**config.mk**
```make
export PLATFORM = sky130hd
export DESIGN_NAME = instr_fetch_unit
export DESIGN_NICKNAME = d
export VERILOG_FILES = /design/src/rtl/instr_fetch_unit.sv
export SDC_FILE = /design/constraint.sdc
export NUM_CORES = 1
export LEC_CHECK = 0
export CORE_ASPECT_RATIO = 0.8
export CORE_UTILIZATION = 49
export CTS_CLUSTER_SIZE = 28
export DETAILED_ROUTE_END_ITERATION = 8
export PLACE_DENSITY = 0.86
export SYNTH_ARGS = -nofsm -noshare
export SYNTH_HDL_FRONTEND = slang
export SYNTH_SLANG_ARGS = --single-unit
```
**constraint.sdc**
```tcl
create_clock -name clka -period 2.4 [get_ports clka]
set_clock_uncertainty 0.1 [all_clocks]
set_input_delay 0.24 -clock clka [delete_from_list [all_inputs] [get_ports clka]]
set_output_delay 0.24 -clock clka [all_outputs]
set_load 0.1 [all_outputs]
```
**src/rtl/instr_fetch_unit.sv**
```systemverilog
// rtl/instr_fetch_unit.sv - fetch requester for a 1-cycle-latency instruction BROM; IFU_PERF_CNT_EN adds fetch/bubble counters
module instr_fetch_unit #(
  parameter int                ADDR_W   = 32,
  parameter int                DATA_W   = 32,
  parameter logic [ADDR_W-1:0] RESET_PC = '0,
  parameter int                PC_STEP  = 1
) (
  input  logic              clka,
  input  logic              rst_n,
  output logic              imem_en,
  output logic [ADDR_W-1:0] imem_addr,
  input  logic [DATA_W-1:0] imem_dout,
  input  logic              redirect_valid,
  input  logic [ADDR_W-1:0] redirect_pc,
  output logic              instr_valid,
  input  logic              instr_ready,
  output logic [DATA_W-1:0] instr,
  output logic [ADDR_W-1:0] instr_pc
`ifdef IFU_PERF_CNT_EN
  ,
  output logic [31:0]       fetch_cnt,
  output logic [31:0]       bubble_cnt
`endif
);

  localparam logic [ADDR_W-1:0] STEP = ADDR_W'(PC_STEP);

  logic [ADDR_W-1:0] pc_q;
  logic [ADDR_W-1:0] rd_pc;
  logic              rd_pend;
  logic              run;
  logic              adv;

  // The output slot can take a new word when it is empty or being consumed.
  assign adv = !instr_valid | instr_ready;

  // BROM request: a redirect always reads its target; otherwise read only when the
  // output slot can move, so a stalled douta stays put for the pending word.
  always_comb begin
    imem_en   = rst_n & (redirect_valid | adv);
    imem_addr = redirect_valid ? redirect_pc : pc_q;
  end

  // PC, in-flight read tracking and the registered output slot.
  always_ff @(posedge clka or negedge rst_n) begin
    if (!rst_n) begin
      pc_q        <= RESET_PC;
      rd_pend     <= 1'b0;
      rd_pc       <= '0;
      run         <= 1'b0;
      instr_valid <= 1'b0;
      instr       <= '0;
      instr_pc    <= '0;
    end else begin
      run <= 1'b1;
      if (redirect_valid) begin
        // Flush both the in-flight read and the presented word; target read starts now.
        pc_q        <= redirect_pc + STEP;
        rd_pend     <= 1'b1;
        rd_pc       <= redirect_pc;
        instr_valid <= 1'b0;
      end else if (adv) begin
        // On the first edge out of reset nothing was read yet, hence the run qualifier.
        instr_valid <= rd_pend & run;
        instr       <= imem_dout;
        instr_pc    <= rd_pc;
        rd_pend     <= 1'b1;
        rd_pc       <= pc_q;
        pc_q        <= pc_q + STEP;
      end
    end
  end

`ifdef IFU_PERF_CNT_EN
  // Accepted instructions and cycles where decode was ready but starved.
  always_ff @(posedge clka or negedge rst_n) begin
    if (!rst_n) begin
      fetch_cnt  <= '0;
      bubble_cnt <= '0;
    end else begin
      if (instr_valid & instr_ready)  fetch_cnt  <= fetch_cnt + 32'd1;
      if (instr_ready & !instr_valid) bubble_cnt <= bubble_cnt + 32'd1;
    end
  end
`endif

endmodule

```
# Word level (Yosys, flattened, before mapping)
# Index checks and enable logic that the tools add are counted.
# W data, S select, Z words.
word_totals:
  register_bits: 131
  input_bits: 68
  out_inout_bits: 98
  word_cells: 26
classes:
  add_sub_neg: 2
  mux: 9
  n_bitwise: 5
  reduce_logical: 3
op_table:
  columns: ["cell", "n"]
  rows:
  - ["$mux W32", 5]
  - ["$add A32 B1 Y32 const B", 2]
  - ["$mux W1", 4]
  - ["$and A1 B1 Y1", 2]
  - ["$or A1 B1 Y1", 2]
  - ["$reduce_and A2 Y1", 1]
  - ["$reduce_bool A2 Y1", 1]
  - ["$logic_not A1 Y1", 1]
  - ["$not A1 Y1", 1]

# Depth between registers and ports, before layout
# Gate-level depths: netlist of the first run.
logic_depth:
  depth_word: 4
  depth_mapped: 12
  mapped_depth_nobuf: 6

# Worst setup path before layout of the first run
# Ideal clock, no wire load.
synth_path:
  path_kind: "input -> register"
  from: "in redirect_valid"
  to: "reg pc_q[26]"
  setup_time_ns: 0.096
  arrival_ns: 3.487
  required_ns: 2.204
  path_slack_ns: -1.282
  stages: 12
  n_path_buf: 6
  path_cell_list: "buf_2 -> buf_2 -> buf_2 -> buf_2 -> buf_2 -> mux2_2 -> ha_1 -> o21ai_1 -> nor4_1 -> clkbuf_1 -> a41oi_1 -> o31ai_1"
synth_between:
  elab_chain_len: 1
  elab_cells_between_ends: 2
  cone_classes: "mux: 1; reduce/logical: 1"
synth_lines:
  columns: ["element", "line_no", "rtl"]
  rows:
  - ["start, declared", "13", "input logic redirect_valid,"]
  - ["$mux W32 / $reduce_bool A2 Y1 (equally long branches)", null, null]
  - ["end signal, assigned", "58", "pc_q <= redirect_pc + STEP;"]
  - ["end signal, assigned", "69", "pc_q <= pc_q + STEP;"]
  - ["end, declared", "28", "logic [ADDR_W-1:0] pc_q;"]
# Parallel ways exist; a longest one is shown, timed or not.
# A chain may end at the register's enable or synchronous reset.

# Final worst setup path of the first run
layout_path:
  from: "in redirect_valid"
  to: "out imem_addr[18]"
layout_between:
  elab_chain_len: 1
layout_lines:
  columns: ["element", "line_no", "rtl"]
  rows:
  - ["$mux W32", "41", "imem_addr = redirect_valid ? redirect_pc : pc_q;"]
  - ["end, declared", "11", "output logic [ADDR_W-1:0] imem_addr,"]
# Every way passes these cells.

==> impl_metrics.toml, run 1 <==
[worst_hold_path]
holdPathStages = 2
min_to = "instr[3]"
hold_start = "imem_dout[3]"
hold_path.class = "primary input to register"

[placed_design]
hpwl_um = 11500
io_buffers = 165
place_ws_ns = -0.0856
place_inst = 880
gp_congestion = 0.878

[pwr]
p_per_area_nw_per_um2 = 991
clkPwrFrac_pct = 28.4
p_int_w = 0.00513
p_leak_nw = 4.03
netSwitchingFraction_pct = 42.6
ir_drop_uv = 517
p_sw_w = 0.00380
total_power_w = 0.00892
combPwrFrac_pct = 40.2
sequentialPowerShare_pct = 31.3

[critical_path]
crit_slowest_cell = "buf_2"
r2r_end = "pc_q[31]"
cpMostUsedCell = "buf_4"
crit_path_end_kind = "output pin"
crit_required_ns = 2.06
path_class = "primary input to output pin"
path_max_fanout = 23
slowest_delay_ns = 0.40
rr_startpoint = "pc_q[11]"
worstPathArrival_ns = 1.94
startpoint_type = "primary input"
rrSetupSlack_ns = 0.24
critical_path.cell_chain = "buf_2 -> buf_4 -> buf_4 -> mux2i_1 -> inv_1 -> buf_12"
rr_worst_depth = 6

[synthesis]
synth_enable_flop_cells = 0
syn_area_sq_um = 6110
synth_seq_area_share_pct = 53.7
synth_ff_type = "dfrtp_1"
synth_cell_types = 47
synthArstFlopShare_pct = 100
ys_warn_count = 0
ys_ff_latch = 131
synth_cells = 553
synthesis.nets = 622
avgSynthCellArea_sq_um = 11.0

[global_route]
antenna_found_initial = 0
met1_usage_pct = 33.6
grt_max_degree = 132
use_met2_pct = 42.6
grtUsageMet3_pct = 6.91
grt_usage_pct = 26.1
grt-busiest-layer = "met2"
overflow = 0
grt_pass1_wl_um = 25500
first_global_vias = 5000

[route]
viasPerCell = 5.55
routed_wl_um = 16400
drc = 0
ant_nets = 0
routedWlPerCell_um = 18.0
dr.pass1.iters = 5
drt_iter0_drc = 332
via_count = 5063

[timing]
tightestPinTransition_ns = 0.687
fmax_mhz = 438
fin_crit_ns = 2.28
setup_slack_ns = 0.119
slew_viol_final = 0
slew_headroom_pct = 54.2
rsz0062_at_grt = "no"
setup_viol = 0
fin_crit_sh_pct = 95.0
hold_violations = 0

[die]
start_util_pct = 50.2
io_pins = 166
die_area_sq_um = 12900
die_w_um = 127
fp.dieH_um = 102
rows = 36
core_sq_um = 12200

[status]
status = "complete, no violations"

[clocking]
cts_setup_buffers = 0
cts_max_path_buffers = 2
cts_tree = "done"
cts_num_sinks = 131
cts_htree_levels = 4
cts_root_buf = "clkbuf_16"
path_clk_slew_ns = 0.06
numCtsBuffers = 17
clk_latency_ns = 0.42

[cells_and_area]
area_growth_pct = 47.4
layout.cells.non_filler = 913
antenna_cells = 0
layout_common_cells = "dfrtp_1, buf_4, clkdlybuf4s50_1"
drive_gt1_share_pct = 30.5
final_nets = 817
num-fill-cells = 824
layout_commonest_cell = "dfrtp_1"

[flow_run]
drv_cap = 0
-- metal layers --
layer	share of wire, %	wire length [um]	up-vias
li1	-	-	2353
met1	43	7040	2493
met2	50	8140	194
met3	5.8	955	23
met4	1.7	282	0
met5	0	0	-
-- power by group through the flow --
stage	registers (W)	clock network [W]	logic, W
after floorplan	0.00414	0	0.00116
after global placement	0.00280	0	0.00353
after detailed placement	0.00283	0	0.00359
after CTS	0.00279	0.00256	0.00360
after global routing	0.00284	0.00267	0.00371
final	0.00279	0.00254	0.00359
-- Yosys cell counts (2+ instances only) --
master / count / area, sq um
a2111oi_0: 2 / 17.5
a211oi_1: 2 / 15.0
a21oi_1: 43 / 215
a222oi_1: 2 / 20.0
a22o_1: 2 / 17.5
a22oi_1: 3 / 22.5
a31oi_1: 3 / 18.8
a41oi_1: 3 / 26.3
and2_1: 2 / 12.5
and3_1: 3 / 18.8
and4_1: 4 / 35.0
buf_2: 13 / 65.1
buf_6: 2 / 22.5
clkbuf_1: 14 / 52.6
dfrtp_1: 131 / 3280
inv_1: 28 / 105
mux2_1: 18 / 203
mux2_2: 51 / 574
mux2i_1: 28 / 280
nand2_1: 28 / 105
nand2b_1: 5 / 31.3
nand3_1: 20 / 100
nand3b_1: 11 / 82.6
nand4_1: 6 / 37.5
nand4b_1: 4 / 35.0
nor2_1: 58 / 218
nor2b_1: 4 / 25.0
nor3_1: 6 / 30.0
nor3b_1: 3 / 22.5
nor4_1: 4 / 25.0
o21a_1: 6 / 45.0
o21ai_0: 2 / 10.0
o21ai_1: 2 / 10.0
o22ai_1: 2 / 12.5
o31a_1: 2 / 17.5
o31ai_1: 11 / 82.6
xnor2_1: 15 / 131
-- what timing repair did --
item	in CTS	in global routing
gates resized for setup	0	1
setup endpoints to repair	0	1
hold endpoints to repair	131	0
hold buffers	1	0
-- final cells by class --
type | count | area, sq um | share of cell area, %
timing repair buffer | 205 | 2190 | 24.4
inverter | 29 | 109 | 1.21
clock buffer | 20 | 447 | 4.96
tap | 152 | 190 | 2.11
clock inverter | 12 | 133 | 1.47
sequential | 131 | 3280 | 36.4
multi-input combinational | 364 | 2650 | 29.5
-- cell families after synthesis --
logic type	count (synthesis)	synth area share, %
mux	97	17.3
simple gates	161	13.3
flops	131	53.7
buf+inv	58	4.08
compound gates	88	9.12
fa+ha+maj	1	0.205
other cells	1	0.0614
xor+xnor	16	2.29
-- how the worst max path moves through the flow --
| stage | start | endpoint | slack [ns] | cells after the start |
|---|---|---|---|---|
| 2_1_floorplan | redirect_valid | pc_q[28] | -0.11 | 12 |
| 3_3_place_gp | redirect_pc[11] | pc_q[31] | -0.08 | 7 |
| 3_5_place_dp | redirect_valid | pc_q[31] | -0.09 | 7 |
| 4_1_cts | instr_valid | imem_en | 0.02 | 4 |
| 5_1_grt | redirect_valid | imem_addr[18] | 0.05 | 6 |
| 6_report | redirect_valid | imem_addr[18] | 0.12 | 6 |
-- sequential cells by signal, indices dropped and copies added, names as in the netlist --
| name | count |
|---|---|
| instr | 32 |
| instr_pc | 32 |
| pc_q | 32 |
| rd_pc | 32 |
| instr_valid | 1 |
| rd_pend | 1 |
| run | 1 |
-- per-stage QoR --
stage	utilization (%)	hold slack, ns	TNS [ns]	instance area [sq um]
CTS	74.0	0.316	0	9000
detailed placement	69.2	0.309	-0.142	8410
global placement	69.2	0.301	-0.0904	8410
floorplan	-	-0.156	-0.706	6210
finish	74.0	0.319	0	9000
global route	74.0	0.313	0	9000
-- worst max-delay path, delay by kind of cell --
| family | cells | cell delay [ns] |
|---|---|---|
| muxes | 1 | 0.40 |
| buffers and inverters | 5 | 1.28 |
Power figures use the tool's default switching activity.
==> run 2, diff against run 1 <==
--- a/config.mk
+++ b/config.mk
@@ -6,7 +6,9 @@
 export NUM_CORES = 1
 export LEC_CHECK = 0
 export CORE_ASPECT_RATIO = 0.8
+export CORE_MARGIN = 5
 export CORE_UTILIZATION = 49
+export CTS_CLUSTER_DIAMETER = 60
 export CTS_CLUSTER_SIZE = 28
 export DETAILED_ROUTE_END_ITERATION = 8
 export PLACE_DENSITY = 0.86
==> impl_metrics.toml, run 2 (synthesis results as in run 1) <==
[status]
status = "complete, no violations"

[timing]
slew_viol_final = 0
tightestPinTransition_ns = 0.697
hold_violations = 0
whs_ns = 0.336
slew_headroom_pct = 53.5
setup_viol = 0
fin_crit_ns = 2.12
fin_crit_sh_pct = 88.4
fmax_mhz = 471
rsz0062_at_grt = "no"

[cells_and_area]
drive_gt1_share_pct = 31.3
fin_area_sq_um = 9150
final_nets = 825
antenna_cells = 0
area_growth_pct = 49.8
layout_common_cells = "dfrtp_1, buf_4, clkdlybuf4s50_1"
layout_commonest_cell = "dfrtp_1"
num-fill-cells = 772

[critical_path]
crit_path_end = "pc_q[31]"
rr_worst_depth = 6
crit_start = "pc_q[11]"
crit_required_ns = 2.61
r2r_end = "pc_q[31]"
rrSetupSlack_ns = 0.28
path_max_fanout = 5
worstPathArrival_ns = 2.34
startpoint_type = "register"
rr_startpoint = "pc_q[11]"
path_class = "register to register"
crit_path_end_kind = "register"

[global_route]
grtUsageMet3_pct = 5.72
grt_max_degree = 132
met1_usage_pct = 30.7
grt_usage_pct = 23.4
first_global_vias = 5299
antenna_found_initial = 0
grt-busiest-layer = "met2"
grt_pass1_wl_um = 27100
use_met2_pct = 39.0
overflow = 0

[route]
drt_iter0_drc = 391
dr.pass1.iters = 5
drc = 0
routedWlPerCell_um = 18.3
viasPerCell = 5.40
ant_nets = 0
routed_wl_um = 17200
via_count = 5070

[pwr]
p_int_w = 0.00547
sequentialPowerShare_pct = 30.2
clkPwrFrac_pct = 30.8
p_sw_w = 0.00377
combPwrFrac_pct = 39.0
total_power_w = 0.00924
ir_drop_uv = 591
netSwitchingFraction_pct = 40.8
p_leak_nw = 4.11
p_per_area_nw_per_um2 = 1010

[clocking]
cts_htree_levels = 4
cts_num_sinks = 131
cts_root_buf = "clkbuf_16"
numCtsBuffers = 17
path_clk_slew_ns = 0.06
cts_setup_buffers = 0
clk_latency_ns = 0.41
cts_tree = "done"
cts_max_path_buffers = 2

[die]
start_util_pct = 50.0
die_area_sq_um = 14800
die_w_um = 135
io_pins = 166
fp.dieH_um = 110
core_sq_um = 12200
rows = 36

[worst_hold_path]
hold_path.class = "primary input to register"

[placed_design]
io_buffers = 165
hpwl_um = 12400
gp_congestion = 0.879
place_area_sq_um = 8480

[flow_run]
drv_cap = 0
run 2: changes by cell type in the layout (fill, tap and decap cells not counted), sizes merged:
cell,previous run,this run
clkinvlp,3,0
bufinv,2,5
clkbuf,20,19
buf,139,147
run 2: stage by stage:
stage               setup TNS (ns)  utilization (%)  std cells  setup slack, ns
finish                           0             75.0        939            0.278
global route                     0             75.0        939            0.100
CTS                              0             75.0        939            0.278
detailed placement         -0.0842             69.5        907          -0.0842
global placement           -0.0738             69.5        907          -0.0738
floorplan                   -0.706                -        553           -0.110
run 2: critical path, stage by stage (launching register included):
cell and delay [ns]:
dfrtp_1 0.39, nand3b_1 0.11, a2111oi_0 0.48, buf_4 0.22
nand4_2 0.17, o31a_1 0.33, o31ai_1 0.23
run 2: power groups by stage:
stage | Clock (W) | Combinational, W | Sequential (W)
floorplan | 0 | 0.00116 | 0.00414
global placement | 0 | 0.00355 | 0.00280
detailed placement | 0 | 0.00360 | 0.00282
CTS | 0.00290 | 0.00362 | 0.00279
global route | 0.00299 | 0.00373 | 0.00283
finish | 0.00285 | 0.00360 | 0.00279
run 2: how the worst min path moves through the flow:
stage	startpoint	end	cells past startpoint
detailed placement	rst_n	instr[2]	2
floorplan	rst_n	instr[0]	0
global route	imem_dout[28]	instr[28]	2
finish	imem_dout[20]	instr[20]	2
global placement	rst_n	instr[3]	2
CTS	imem_dout[28]	instr[28]	2
run 2: layer usage:
metal  part of all wire, %  wire (um)
met1                    43       7380
met5                     0          0
met2                    49       8460
met4                   1.2        211
met3                   6.7       1150
run 2: final cells by class:
| type | count | area (sq um) | area share (%) |
|---|---|---|---|
| timing repair buffer | 213 | 2240 | 24.5 |
| sequential | 131 | 3280 | 35.8 |
| tap | 171 | 214 | 2.34 |
| clock buffer | 19 | 453 | 4.95 |
| multi-input combinational | 364 | 2650 | 29.0 |
| clock inverter | 12 | 204 | 2.23 |
| inverter | 29 | 109 | 1.19 |
run 2: what timing repair did:
action | 4_1_cts | 5_1_grt
hold buffers | 1 | 0
hold endpoints to repair | 131 | 0
resized for setup | 0 | 0
==> run 3, diff against run 2 <==
--- a/config.mk
+++ b/config.mk
@@ -7,11 +7,11 @@
 export LEC_CHECK = 0
 export CORE_ASPECT_RATIO = 0.8
 export CORE_MARGIN = 5
-export CORE_UTILIZATION = 49
+export CORE_UTILIZATION = 45
 export CTS_CLUSTER_DIAMETER = 60
 export CTS_CLUSTER_SIZE = 28
 export DETAILED_ROUTE_END_ITERATION = 8
-export PLACE_DENSITY = 0.86
+export PLACE_DENSITY = 0.8
 export SYNTH_ARGS = -nofsm -noshare
 export SYNTH_HDL_FRONTEND = slang
 export SYNTH_SLANG_ARGS = --single-unit
==> impl_metrics.toml, run 3 (synthesis results as in run 1) <==
[placed_design]
io_buffers = 165
hpwl_um = 12400
gp_congestion = 0.881
place_area_sq_um = 8450
place_inst = 909

[clocking]
cts_max_path_buffers = 2
cts_root_buf = "clkbuf_16"
cts_num_sinks = 131
clk_latency_ns = 0.41
path_clk_slew_ns = 0.06
cts_tree = "done"
cts_htree_levels = 4
numCtsBuffers = 17

[global_route]
antenna_found_initial = 0
grt_usage_pct = 21.3
overflow = 0
grt_max_degree = 132
grt_pass1_wl_um = 27300
first_global_vias = 5324

[die]
fp.dieH_um = 114
start_util_pct = 45.4
die_area_sq_um = 16000
die_w_um = 140
io_pins = 166
rows = 38
core_sq_um = 13500

[status]
status = "complete, no violations"

[critical_path]
crit_path_end_kind = "output pin"
path_max_fanout = 19
path_class = "primary input to output pin"
startpoint_type = "primary input"
worstPathArrival_ns = 1.84
crit_required_ns = 2.06
rrSetupSlack_ns = 0.30

[cells_and_area]
num-fill-cells = 991
fin_area_sq_um = 9080
antenna_cells = 0
layout_common_cells = "dfrtp_1, buf_4, clkdlybuf4s50_1"
seq_area_sq_um = 3280
layout.cells.non_filler = 942
utilization_pct = 67.5
drive_gt1_share_pct = 30.7
area_growth_pct = 48.6
multi_input_area_sq_um = 2650
layout_commonest_cell = "dfrtp_1"
final_nets = 818

[timing]
tightestPinTransition_ns = 0.703
whs_ns = 0.324
fmax_mhz = 458
fin_crit_ns = 2.18
fin_crit_sh_pct = 90.9
hold_violations = 0
slew_viol_final = 0
slew_headroom_pct = 53.1
rsz0062_at_grt = "no"
setup_viol = 0

[pwr]
ir_drop_uv = 631
p_leak_nw = 4.05
p_per_area_nw_per_um2 = 989

[route]
via_count = 5096
dr.pass1.iters = 5
routed_wl_um = 16800
routedWlPerCell_um = 17.8
viasPerCell = 5.41
drc = 0
drt_iter0_drc = 387
ant_nets = 0

[flow_run]
drv_cap = 0

[worst_hold_path]
hold_path.class = "primary input to register"
run 3: final timing paths:
check,from,end,depth (start not counted)
worst max-delay path,redirect_valid,imem_addr[16],6
max in group asynchronous,rst_n,instr_pc[10],3
worst min register to register,rd_pend,rd_pend,1
worst min-delay path,imem_dout[26],instr[26],2
min in group asynchronous,rst_n,instr_pc[29],3
worst max register to register,pc_q[11],pc_q[31],6
run 3: cell type report:
class | instances | area share [%]
sequential | 131 | 36.1
multi-input combinational | 364 | 29.2
timing repair buffer | 206 | 24.2
clock buffer | 24 | 5.64
tap | 180 | 2.48
inverter | 29 | 1.20
clock inverter | 8 | 1.08
run 3: repair_timing:
| item | in CTS | in global routing |
|---|---|---|
| endpoints found under the hold margin | 131 | 0 |
| resized for setup | 0 | 1 |
| hold buffers | 1 | 0 |
| endpoints found under the setup margin | 0 | 1 |
| setup buffers | 0 | 0 |
run 3: power breakdown:
| group | switching (W) | internal (W) | total (W) |
|---|---|---|---|
| Clock | 0.000918 | 0.00169 | 0.00261 |
| Sequential | 0.000228 | 0.00256 | 0.00279 |
| Combinational | 0.00257 | 0.00101 | 0.00358 |
| Total | 0.00372 | 0.00526 | 0.00898 |
run 3: critical path, cell delays in order:
cell and delay, ns:
buf_2 0.38, buf_12 0.21, buf_4 0.21, mux2i_1 0.40, inv_1 0.19, buf_12 0.21
run 3: routing by layer:
layer | global-route usage (%) | routed length [um] | vias up
met5 | 0 | 0 | -
met4 | 6.07 | 198 | 0
met3 | 6.97 | 1300 | 23
met2 | 34.5 | 8170 | 188
met1 | 27.6 | 7110 | 2525
li1 | - | - | 2360
run 3: stage by stage:
stage          setup slack, ns  power (W)  setup TNS (ns)
3_5_place_dp           -0.0692    0.00642          -0.147
3_3_place_gp            0.0231    0.00633               0
4_1_cts                 0.0475    0.00905               0
5_1_grt                  0.117    0.00931               0
6_report                 0.218    0.00898               0
2_1_floorplan           -0.110    0.00530          -0.706
